===== src/rtl/branch_predictor_bht_pkg.sv =====
// rtl/branch_predictor_bht_pkg.sv - shared types and constants for the branch history table
package branch_predictor_bht_pkg;

    localparam int INST_MEMORY_ADDRESS_WIDTH = 32;

    typedef enum logic {BHT_INIT, BHT_READY} bht_state_t;

    typedef logic [1:0] bht_ctr_t;

    localparam bht_ctr_t BHT_STRONG_NT = 2'b00;
    localparam bht_ctr_t BHT_WEAK_NT   = 2'b01;
    localparam bht_ctr_t BHT_WEAK_T    = 2'b10;
    localparam bht_ctr_t BHT_STRONG_T  = 2'b11;

endpackage


===== src/rtl/branch_predictor_bht_sat_counter_2b.sv =====
// rtl/branch_predictor_bht_sat_counter_2b.sv - combinational next state of a 2-bit saturating counter
module sat_counter_2b
    import branch_predictor_bht_pkg::*;
(
    input  bht_ctr_t counter,
    input  logic     taken,
    output bht_ctr_t next_counter
);

    always_comb begin
        next_counter = counter;
        if (taken) begin
            if (counter != BHT_STRONG_T) next_counter = counter + 2'd1;
        end else begin
            if (counter != BHT_STRONG_NT) next_counter = counter - 2'd1;
        end
    end

endmodule


===== src/rtl/branch_predictor_bht.sv =====
// rtl/branch_predictor_bht.sv - direct-mapped 2-bit branch history table with init sweep and statistics
module branch_predictor_bht
    import branch_predictor_bht_pkg::*;
#(
    parameter int       BHT_INDEX_WIDTH = 6,
    parameter bht_ctr_t BHT_INIT_STATE  = 2'b01,
    parameter int       STAT_WIDTH      = 16
) (
    input  logic                                 clk,
    input  logic                                 rst,
    input  logic [INST_MEMORY_ADDRESS_WIDTH-1:0] lookup_addr,
    output logic                                 predict_taken,
    input  logic                                 resolve_valid,
    input  logic [INST_MEMORY_ADDRESS_WIDTH-1:0] resolve_addr,
    input  logic                                 resolve_taken,
    input  logic                                 resolve_predicted,
    output logic                                 mispredict,
    output logic                                 init_busy,
    output logic [STAT_WIDTH-1:0]                branch_count,
    output logic [STAT_WIDTH-1:0]                mispredict_count
);

    localparam int BHT_ENTRIES = 1 << BHT_INDEX_WIDTH;

    bht_state_t                 state, next_state;
    logic [BHT_INDEX_WIDTH-1:0] sweep_idx;
    bht_ctr_t                   bht_table [BHT_ENTRIES];

    logic [BHT_INDEX_WIDTH-1:0] lookup_idx, resolve_idx, wr_idx;
    bht_ctr_t                   upd_ctr, wr_data;
    logic                       wr_en, ready_update;

    // PCs are word aligned; the low two bits and the bits above the index never select an entry.
    assign lookup_idx  = lookup_addr[BHT_INDEX_WIDTH+1:2];
    assign resolve_idx = resolve_addr[BHT_INDEX_WIDTH+1:2];

    logic unused_addr_bits;
    assign unused_addr_bits = ^{lookup_addr[INST_MEMORY_ADDRESS_WIDTH-1:BHT_INDEX_WIDTH+2],
                                lookup_addr[1:0],
                                resolve_addr[INST_MEMORY_ADDRESS_WIDTH-1:BHT_INDEX_WIDTH+2],
                                resolve_addr[1:0]};

    assign mispredict    = resolve_valid && (resolve_taken != resolve_predicted);
    assign init_busy     = (state == BHT_INIT);
    assign predict_taken = (state == BHT_READY) && bht_table[lookup_idx][1];
    assign ready_update  = (state == BHT_READY) && resolve_valid;

    always_ff @(posedge clk or posedge rst) begin
        if (rst) state <= BHT_INIT;
        else     state <= next_state;
    end

    always_comb begin
        next_state = state;
        if (state == BHT_INIT && sweep_idx == '1) next_state = BHT_READY;
    end

    always_ff @(posedge clk or posedge rst) begin
        if (rst)                   sweep_idx <= '0;
        else if (state == BHT_INIT) sweep_idx <= sweep_idx + BHT_INDEX_WIDTH'(1);
    end

    sat_counter_2b u_sat_counter (
        .counter      (bht_table[resolve_idx]),
        .taken        (resolve_taken),
        .next_counter (upd_ctr)
    );

    // Single write port: the sweep owns it during INIT, resolved branches afterwards.
    always_comb begin
        wr_en   = 1'b0;
        wr_idx  = sweep_idx;
        wr_data = BHT_INIT_STATE;
        if (state == BHT_INIT) begin
            wr_en = 1'b1;
        end else if (resolve_valid) begin
            wr_en   = 1'b1;
            wr_idx  = resolve_idx;
            wr_data = upd_ctr;
        end
    end

    always_ff @(posedge clk) begin
        if (wr_en) bht_table[wr_idx] <= wr_data;
    end

    always_ff @(posedge clk or posedge rst) begin
        if (rst) begin
            branch_count     <= '0;
            mispredict_count <= '0;
        end else if (ready_update) begin
            if (branch_count != '1) branch_count <= branch_count + STAT_WIDTH'(1);
            if (mispredict && mispredict_count != '1)
                mispredict_count <= mispredict_count + STAT_WIDTH'(1);
        end
    end

endmodule

===== config.mk =====
export PLATFORM = sky130hd
export DESIGN_NAME = branch_predictor_bht
export DESIGN_NICKNAME = d
export VERILOG_FILES = /design/src/rtl/branch_predictor_bht_pkg.sv /design/src/rtl/branch_predictor_bht_sat_counter_2b.sv /design/src/rtl/branch_predictor_bht.sv
export SDC_FILE = /design/constraint.sdc
export NUM_CORES = 1
export LEC_CHECK = 0
export ABC_AREA = 1
export ABC_CLOCK_PERIOD_IN_PS = 6200
export BUFFER_PORTS_ARGS = -buffer_cell sky130_fd_sc_hd__buf_2
export CORE_MARGIN = 5
export CORE_UTILIZATION = 30
export DETAILED_ROUTE_END_ITERATION = 8
export SYNTH_ARGS = -nofsm -noshare
export SYNTH_HDL_FRONTEND = slang
export SYNTH_SLANG_ARGS = --single-unit

===== constraint.sdc =====
create_clock -name clk -period 6.2 [get_ports clk]
set_clock_uncertainty 0.2 [all_clocks]
set_input_delay 1.24 -clock clk [delete_from_list [all_inputs] [get_ports clk]]
set_output_delay 1.24 -clock clk [all_outputs]
set_load 0.05 [all_outputs]

==> reports/metrics.cfg, run 1 <==
[layout]
fin_nets=981
fillers=2700
drive_above_1_share=0.131
utilization=0.349
areaGrowthSynthToFinish_pct=15.2

[worst_hold_path]
min_from=mispredict_count[12]
hold_end=mispredict_count[12]
whs_path_depth=1
hp-class=flip-flop to flip-flop

[yosys]
synth-seq-cells=167
synthSimpleGateAreaFrac=0.288
yosys.cell_types.count=35
synth_xor_area_frac=0.0346
synth_top_family_by_area=simple AND/OR/NAND/NOR gates
ys_seq_area_frac=0.594
synth_fa_ha_area_frac=0.00463
synth-warning-count=0
synth_cells=864
syn_avg_cell_area_um2=9.39
synth_compound_area_frac=0.0393
synth_top_area_share=0.474
yosys.area.top_type=edfxtp_1
syn-num-nets=936
synth_mux_area_frac=0
netlist_area_um2=8110
synth.area.top_cells=edfxtp_1, dfrtp_1, nand2_1

[clock_network]
cts.sinks=167
cts_max_level=4
root_buffer=clkbuf_16
cts_buffers=17
clk_pin_slew_ns=0.07
clkLatencyLatePin_ns=0.43
post_cts_resized=0
cts_tree=yes
clockBufferDepth=2
post_cts.repair.setup_buffers=0
postCtsHoldBufs=0

[timing]
tightest_slew_ns=0.802
layout_min_cycle_time_ns=4.87
setup_violations=0
post-route-period-util=0.785
relSlewSlack=0.464
rsz0062_at_grt=false
fin_tns_setup_ns=0
clock.fmax_ghz=0.205
finalMaxSlewViolations=0
hold_violations=0

[status]
status=completed

[setup_path]
r2r_end=bht_table[60][1]
slowest_delay_ns=0.47
worstPathArrival_ns=3.43
required_ns=4.76
path_class=input pin to output port
startpoint_type=input pin
endpoint_kind=output port
cp_top_family=buffers and inverters
path_common_cell=nand3_1
reg2reg_from=state
cp_max_fo=18
crit_buf_inv=3
rr_worst_depth=6
path_cells=buf_2 -> inv_1 -> nand3_1 -> nand2_1 -> a21oi_1 -> o31ai_1 -> nand3_1 -> nand3_1 -> a21oi_1 -> buf_2
slowest_stage=inv_1
r2r_slack_ns=3.33

[route]
wirelength_um=21500
drc=0
drt-initial-drc-count=676
ant_nets=0
num_vias=6375
viasPerCell=5.04
avgRoutedWirePerCell_um=17.0
drt_pre_antenna_iters=5

[die]
placeableCoreArea_um2=26800
die_w_um=174
die_h_um=174
boundaryPins=104
start_util=0.303
row_count=60
die-area_um2=30400

[run]
drv_cap=0

[pwr]
power_density_nw_per_um2=261
peakVddDrop_v=0.000151
p_leak_nw=3.67

[global_route]
antenna_found_initial=3
grt_overflow=0
grt_pass1_wl_um=34300
grt_pass1_vias=6312
grt_max_degree=66
track_usage=0.144

[placement]
portBuffers=51
gp_congestion=0.815
dp_hpwl_um=13500

-- state kept, by name (all words and copies together) (netlist names) --
signal and flops:
sweep_idx 6, state 1, bht_table 128, branch_count 16, mispredict_count 16
-- per-layer routing --
layer / track usage / vias to the layer above / part of all wire
met5: 0 / - / 0.00065
met3: 0.0418 / 42 / 0.10
met4: 0.0518 / 4 / 0.024
met1: 0.195 / 3007 / 0.43
li1: - / 3039 / -
met2: 0.219 / 283 / 0.44
-- final cells by class --
cell class | instances | area, um2 | share of cell area
multi-input combinational | 624 | 2980 | 0.319
antenna | 1 | 2.50 | 0.000268
clock buffer | 17 | 425 | 0.0455
sequential | 167 | 4820 | 0.516
timing repair buffer | 61 | 355 | 0.0380
clock inverter | 15 | 189 | 0.0202
tap | 341 | 427 | 0.0457
inverter | 38 | 143 | 0.0153
-- metrics by stage --
stage | setup WS [ns] | cells | hold WS (ns) | power [mW] | instance area, um2
3_3_place_gp | 1.42 | 1231 | 0.282 | 1.35 | 8730
6_report | 1.33 | 1264 | 0.291 | 2.44 | 9350
5_1_grt | 1.25 | 1264 | 0.312 | 2.52 | 9350
3_5_place_dp | 1.41 | 1231 | 0.277 | 1.35 | 8730
4_1_cts | 1.41 | 1263 | 0.297 | 2.45 | 9340
2_1_floorplan | 1.79 | 864 | 0.273 | 1.31 | 8110
-- synthesized netlist by cell type --
cell type and count:
nand4_1 8, dfrtp_1 39, nor4_1 7, o21ai_4 1, nor3_1 7, or2_2 3
buf_6 1, ha_1 3, o211ai_1 3, nor3_2 3, xor2_1 17, clkbuf_1 9
buf_4 3, nand2_1 241, o21ai_2 3, buf_1 2, nor2_1 107, o21ai_0 23
nor3_4 1, xnor2_1 15, nand3_2 4, o21ai_1 2, nor2_2 2, nor3b_1 1
buf_2 20, o31ai_1 4, nand3_1 147, edfxtp_1 128, o221ai_1 5, clkinv_1 1
inv_2 6, a21oi_1 11, inv_1 31, nand2_2 3, nand3b_1 3
-- kinds of logic (layout without fill, tap and decap cells) --
group,after synthesis,count (layout)
AND/OR/NAND/NOR,537,537
flip-flops,167,167
buffers and inverters,73,131
AO/OA/AOI/OAI,52,52
XOR/XNOR,32,32
adder cells (fa/ha/maj),3,3
other,0,1
-- worst reg2reg max path, cell delays in order, from the launching register on --
cell,delay (ns)
dfrtp_1,0.44
nand2_2,0.31
inv_2,0.13
or2_2,0.30
o21ai_2,0.11
nand4_1,0.63
nor2_1,0.42
-- placed cells by master, fill, tap and decap left out, types with 4 or more instances in the layout --
cell type and n:
nand2_2 4, dfrtp_1 39, nor4_1 7, nand4_1 8, xnor2_1 15, o31ai_1 4
a21oi_1 11, edfxtp_1 128, nand2_1 240, inv_6 7, inv_1 31, buf_2 51
inv_2 6, nor3_1 7, nand3_1 147, buf_4 8, xor2_1 17, nor2_1 106
o21ai_0 23, nand3_2 4, clkbuf_16 17, o221ai_1 5
-- worst max path at each step --
stage	from	end	slack, ns	depth (start not counted)
final	lookup_addr[3]	predict_taken	1.33	10
after global placement	lookup_addr[3]	predict_taken	1.42	10
after global routing	lookup_addr[3]	predict_taken	1.25	10
after floorplan	resolve_addr[4]	bht_table[0][1]	1.79	11
after CTS	lookup_addr[3]	predict_taken	1.41	9
after detailed placement	lookup_addr[3]	predict_taken	1.41	9
-- report_power, final --
part	internal [mW]	switching, mW	total (mW)
sequential	1.19	0	1.19
combinational	0.0389	0.101	0.140
clock	0.643	0.464	1.11
Note: power is estimated with default switching activity, not from simulation.
==> inputs of run 2 (changes only) <==
- ABC_AREA: 1 -> 0
- ABC_CLOCK_PERIOD_IN_PS: 6200 -> 4800
- clock period: 6.2 -> 4.8 ns (I/O delays scaled with it)
==> run 2 against run 1 <==
Effect of this change:
- synthesized cell count down 39%
- register-to-register slack worse by 1.8 ns
- total power increased by 22%
- clock power increased by 19%
- highest routed layer is now met4
- synthesized area shrank 4.9%
- wire length down 18%
- clock-buffer cell count unchanged
- first-iteration DRC count is 17% lower
- final area decreased by 3.9%
==> reports/metrics.cfg, run 2 <==
[status]
status=completed  ; unchanged

[layout]
drive_above_1_share=0.255  ; was 0.131
final_common_cell=edfxtp_1  ; was nand2_1
num_antenna_cells=0  ; was 1
reg_top3=bht_table: 128 flops, branch_count: 16 flops, mispredict_count: 16 flops  ; unchanged
utilization=0.356  ; was 0.349
layout_common_cells=edfxtp_1, nor2_1, mux4_2  ; was nand2_1, nand3_1, edfxtp_1
areaGrowthSynthToFinish_pct=16.4  ; was 15.2%
regMostFlops=bht_table  ; unchanged
largest_reg_flops=128  ; unchanged
instances_no_fill=929  ; was 1264
fin_nets=658  ; was 981
finalInstanceArea_um2=8980  ; was 9350 um2

[yosys]
synth_fa_ha_area_frac=0.00487  ; was 0.00463
synth_mux_area_frac=0.165  ; was 0
ys_seq_area_frac=0.625  ; was 0.594
synth_top_family_by_area=multiplexers  ; was simple AND/OR/NAND/NOR gates
synth_top_area_share=0.498  ; was 0.474
syn_avg_cell_area_um2=14.6  ; was 9.39 um2
synth_edf_count=128  ; unchanged
synth_cells=527  ; was 864
synthSimpleGateAreaFrac=0.107  ; was 0.288
netlist_area_um2=7710  ; was 8110 um2
synth.area.top_cells=edfxtp_1, mux4_2, dfrtp_1  ; was edfxtp_1, dfrtp_1, nand2_1
syn-num-nets=599  ; was 936
async_flop_share=0.234  ; unchanged
synth_common_cells=edfxtp_1, nor2_1, mux4_2, dfrtp_1, nand2_1  ; was nand2_1, nand3_1, edfxtp_1, nor2_1, dfrtp_1
yosys.area.top_type=edfxtp_1  ; unchanged
yosys.cell_types.count=47  ; was 35
synth_compound_area_frac=0.0414  ; was 0.0393
synthFlopType=edfxtp_1  ; unchanged
synth-warning-count=0  ; unchanged
synth-seq-cells=167  ; unchanged
post-synth-top-count-cell=edfxtp_1  ; was nand2_1
synth_xor_area_frac=0.0386  ; was 0.0346

[clock_network]
cts_max_level=4  ; unchanged
clk_pin_slew_ns=0.06  ; was 0.07 ns
postCtsHoldBufs=0  ; unchanged
clkLatencyLatePin_ns=0.43  ; about the same
post_cts.repair.setup_buffers=0  ; unchanged
root_buffer=clkbuf_16  ; unchanged
cts_tree=yes  ; unchanged
clockBufferDepth=2  ; unchanged
post_cts_resized=0  ; unchanged
cts.sinks=167  ; unchanged
cts_buffers=17  ; unchanged

[die]
die_w_um=170  ; was 174 um
die_h_um=170  ; was 174 um
boundaryPins=104  ; unchanged
start_util=0.305  ; was 0.303
placeableCoreArea_um2=25300  ; was 26800 um2
row_count=58  ; was 60
die-area_um2=29000  ; was 30400 um2

[setup_path]
slowest_stage=mux4_2  ; was inv_1
endpoint_kind=output port  ; unchanged
reg2reg_from=bht_table[55][0]  ; was state
startpoint_type=input pin  ; unchanged
r2r_slack_ns=1.56  ; was 3.33 ns
cp_top_family=multiplexers  ; was buffers and inverters
r2r_end=bht_table[42][1]  ; was bht_table[60][1]
rr_worst_depth=7  ; was 6
path_common_cell=mux4_2  ; was nand3_1
worstPathArrival_ns=3.32  ; was 3.43 ns
cp_max_fo=16  ; was 18
path_cells=buf_2 -> buf_12 -> mux4_2 -> mux4_2 -> mux4_2 -> and2_1 -> buf_2  ; was buf_2 -> inv_1 -> nand3_1 -> nand2_1 -> a21oi_1 -> o31ai_1 -> nand3_1 -> nand3_1 -> a21oi_1 -> buf_2
path_class=input pin to output port  ; unchanged
slowest_delay_ns=0.57  ; was 0.47 ns
crit_buf_inv=3  ; unchanged
required_ns=3.64  ; was 4.76 ns

[global_route]
grt_overflow=0  ; unchanged
grt_max_degree=40  ; was 66
antenna_found_initial=0  ; was 3
track_usage=0.126  ; was 0.144
grt_pass1_vias=4717  ; was 6312
grt_pass1_wl_um=27600  ; was 34300 um

[run]
drv_cap=0  ; unchanged

[timing]
finalMaxSlewViolations=0  ; unchanged
post-route-period-util=0.932
setup_violations=0  ; unchanged
relSlewSlack=0.440  ; was 0.464
rsz0062_at_grt=false  ; unchanged
layout_min_cycle_time_ns=4.48
clock.fmax_ghz=0.223
tightest_slew_ns=0.838  ; was 0.802 ns
hold_violations=0  ; unchanged
fin_tns_setup_ns=0  ; unchanged

[route]
drt-initial-drc-count=558  ; was 676
drc=0  ; unchanged
ant_nets=0  ; unchanged
avgRoutedWirePerCell_um=19.0  ; was 17.0 um
num_vias=4730  ; was 6375
viasPerCell=5.09  ; was 5.04
wirelength_um=17700  ; was 21500 um
drt_pre_antenna_iters=5  ; unchanged

[pwr]
comb_power_share=0.036  ; was 0.057
finalPower_mw=2.96  ; was 2.44 mW
p_leak_nw=2.87  ; was 3.67 nW
power.internal_mw=2.30  ; was 1.87 mW
p_clk_frac=0.445  ; was 0.454
share_seq_of_total_power=0.519  ; was 0.489
swShare=0.223  ; was 0.231
peakVddDrop_v=0.000214  ; was 0.000151 V
power_switching_mw=0.662  ; was 0.564 mW
power_density_nw_per_um2=330  ; was 261 nW/um2

[placement]
gp_congestion=0.785  ; was 0.815
dp_hpwl_um=11900  ; was 13500 um
portBuffers=51  ; unchanged
dp.cells=897  ; was 1231
placedInstanceArea_um2=8410  ; was 8730 um2

[worst_hold_path]
hold_end=branch_count[12]  ; was mispredict_count[12]
min_from=branch_count[12]  ; was mispredict_count[12]
whs_path_depth=1  ; unchanged
hp-class=flip-flop to flip-flop  ; unchanged

## run 2: cell types whose count changed in the layout (fill, tap and decap cells not counted), moves of 5 or more
cell     before  now
nor4_1        7    1
mux2i_1       0    6
a22oi_1       0    5
mux4_2        0   52
inv_2         6    0
nor2_1      106   81
nand3_1     147   20
nand2_1     240   39
xnor2_1      15   20
nor2b_1       0    8
and3_1        0    5
o21ai_0      23    7
a21oi_1      11    5
inv_1        31    9
## run 2: power by group through the flow
stage | registers, mW | logic (mW) | clock network [mW]
finish | 1.54 | 0.106 | 1.32
global route | 1.54 | 0.116 | 1.41
CTS | 1.54 | 0.108 | 1.34
detailed placement | 1.57 | 0.108 | 0
global placement | 1.57 | 0.107 | 0
floorplan | 1.57 | 0.0707 | 0
## run 2: layer usage
layer | track usage | routed length (um) | vias up
li1 | - | - | 2139
met3 | 0.0339 | 1400 | 18
met2 | 0.185 | 7850 | 193
met4 | 0.0337 | 210 | 0
met1 | 0.184 | 8190 | 2380
met5 | 0 | 0 | -
## run 2: logic make-up after synthesis
family	count (synthesis)
mux	62
flops	167
simple gates	183
buf+inv	32
fa+ha+maj	3
xor+xnor	34
compound gates	46
## run 2: worst max-delay path by stage
stage,slack (ns),to,from,cells past startpoint
after floorplan,0.51,predict_taken,lookup_addr[3],6
after global placement,0.35,predict_taken,lookup_addr[2],7
after detailed placement,0.31,bht_table[9][1],resolve_addr[2],9
after CTS,0.34,predict_taken,lookup_addr[2],7
after global routing,0.26,predict_taken,lookup_addr[2],7
final,0.32,predict_taken,lookup_addr[2],7
## run 2: stage by stage
stage / setup slack [ns] / hold slack [ns]
2_1_floorplan: 0.507 / 0.296
3_3_place_gp: 0.346 / 0.276
3_5_place_dp: 0.313 / 0.285
4_1_cts: 0.338 / 0.298
5_1_grt: 0.262 / 0.321
6_report: 0.324 / 0.296
## run 2: area by class of cell
type | count | area (um2)
inverters | 9 | 33.8
well taps | 330 | 413
clock buffers | 17 | 425
flip-flops and latches | 167 | 4820
clock inverters | 15 | 140
multi-input cells | 328 | 2780
repair buffers | 63 | 370
fillers | 2455 | 16300
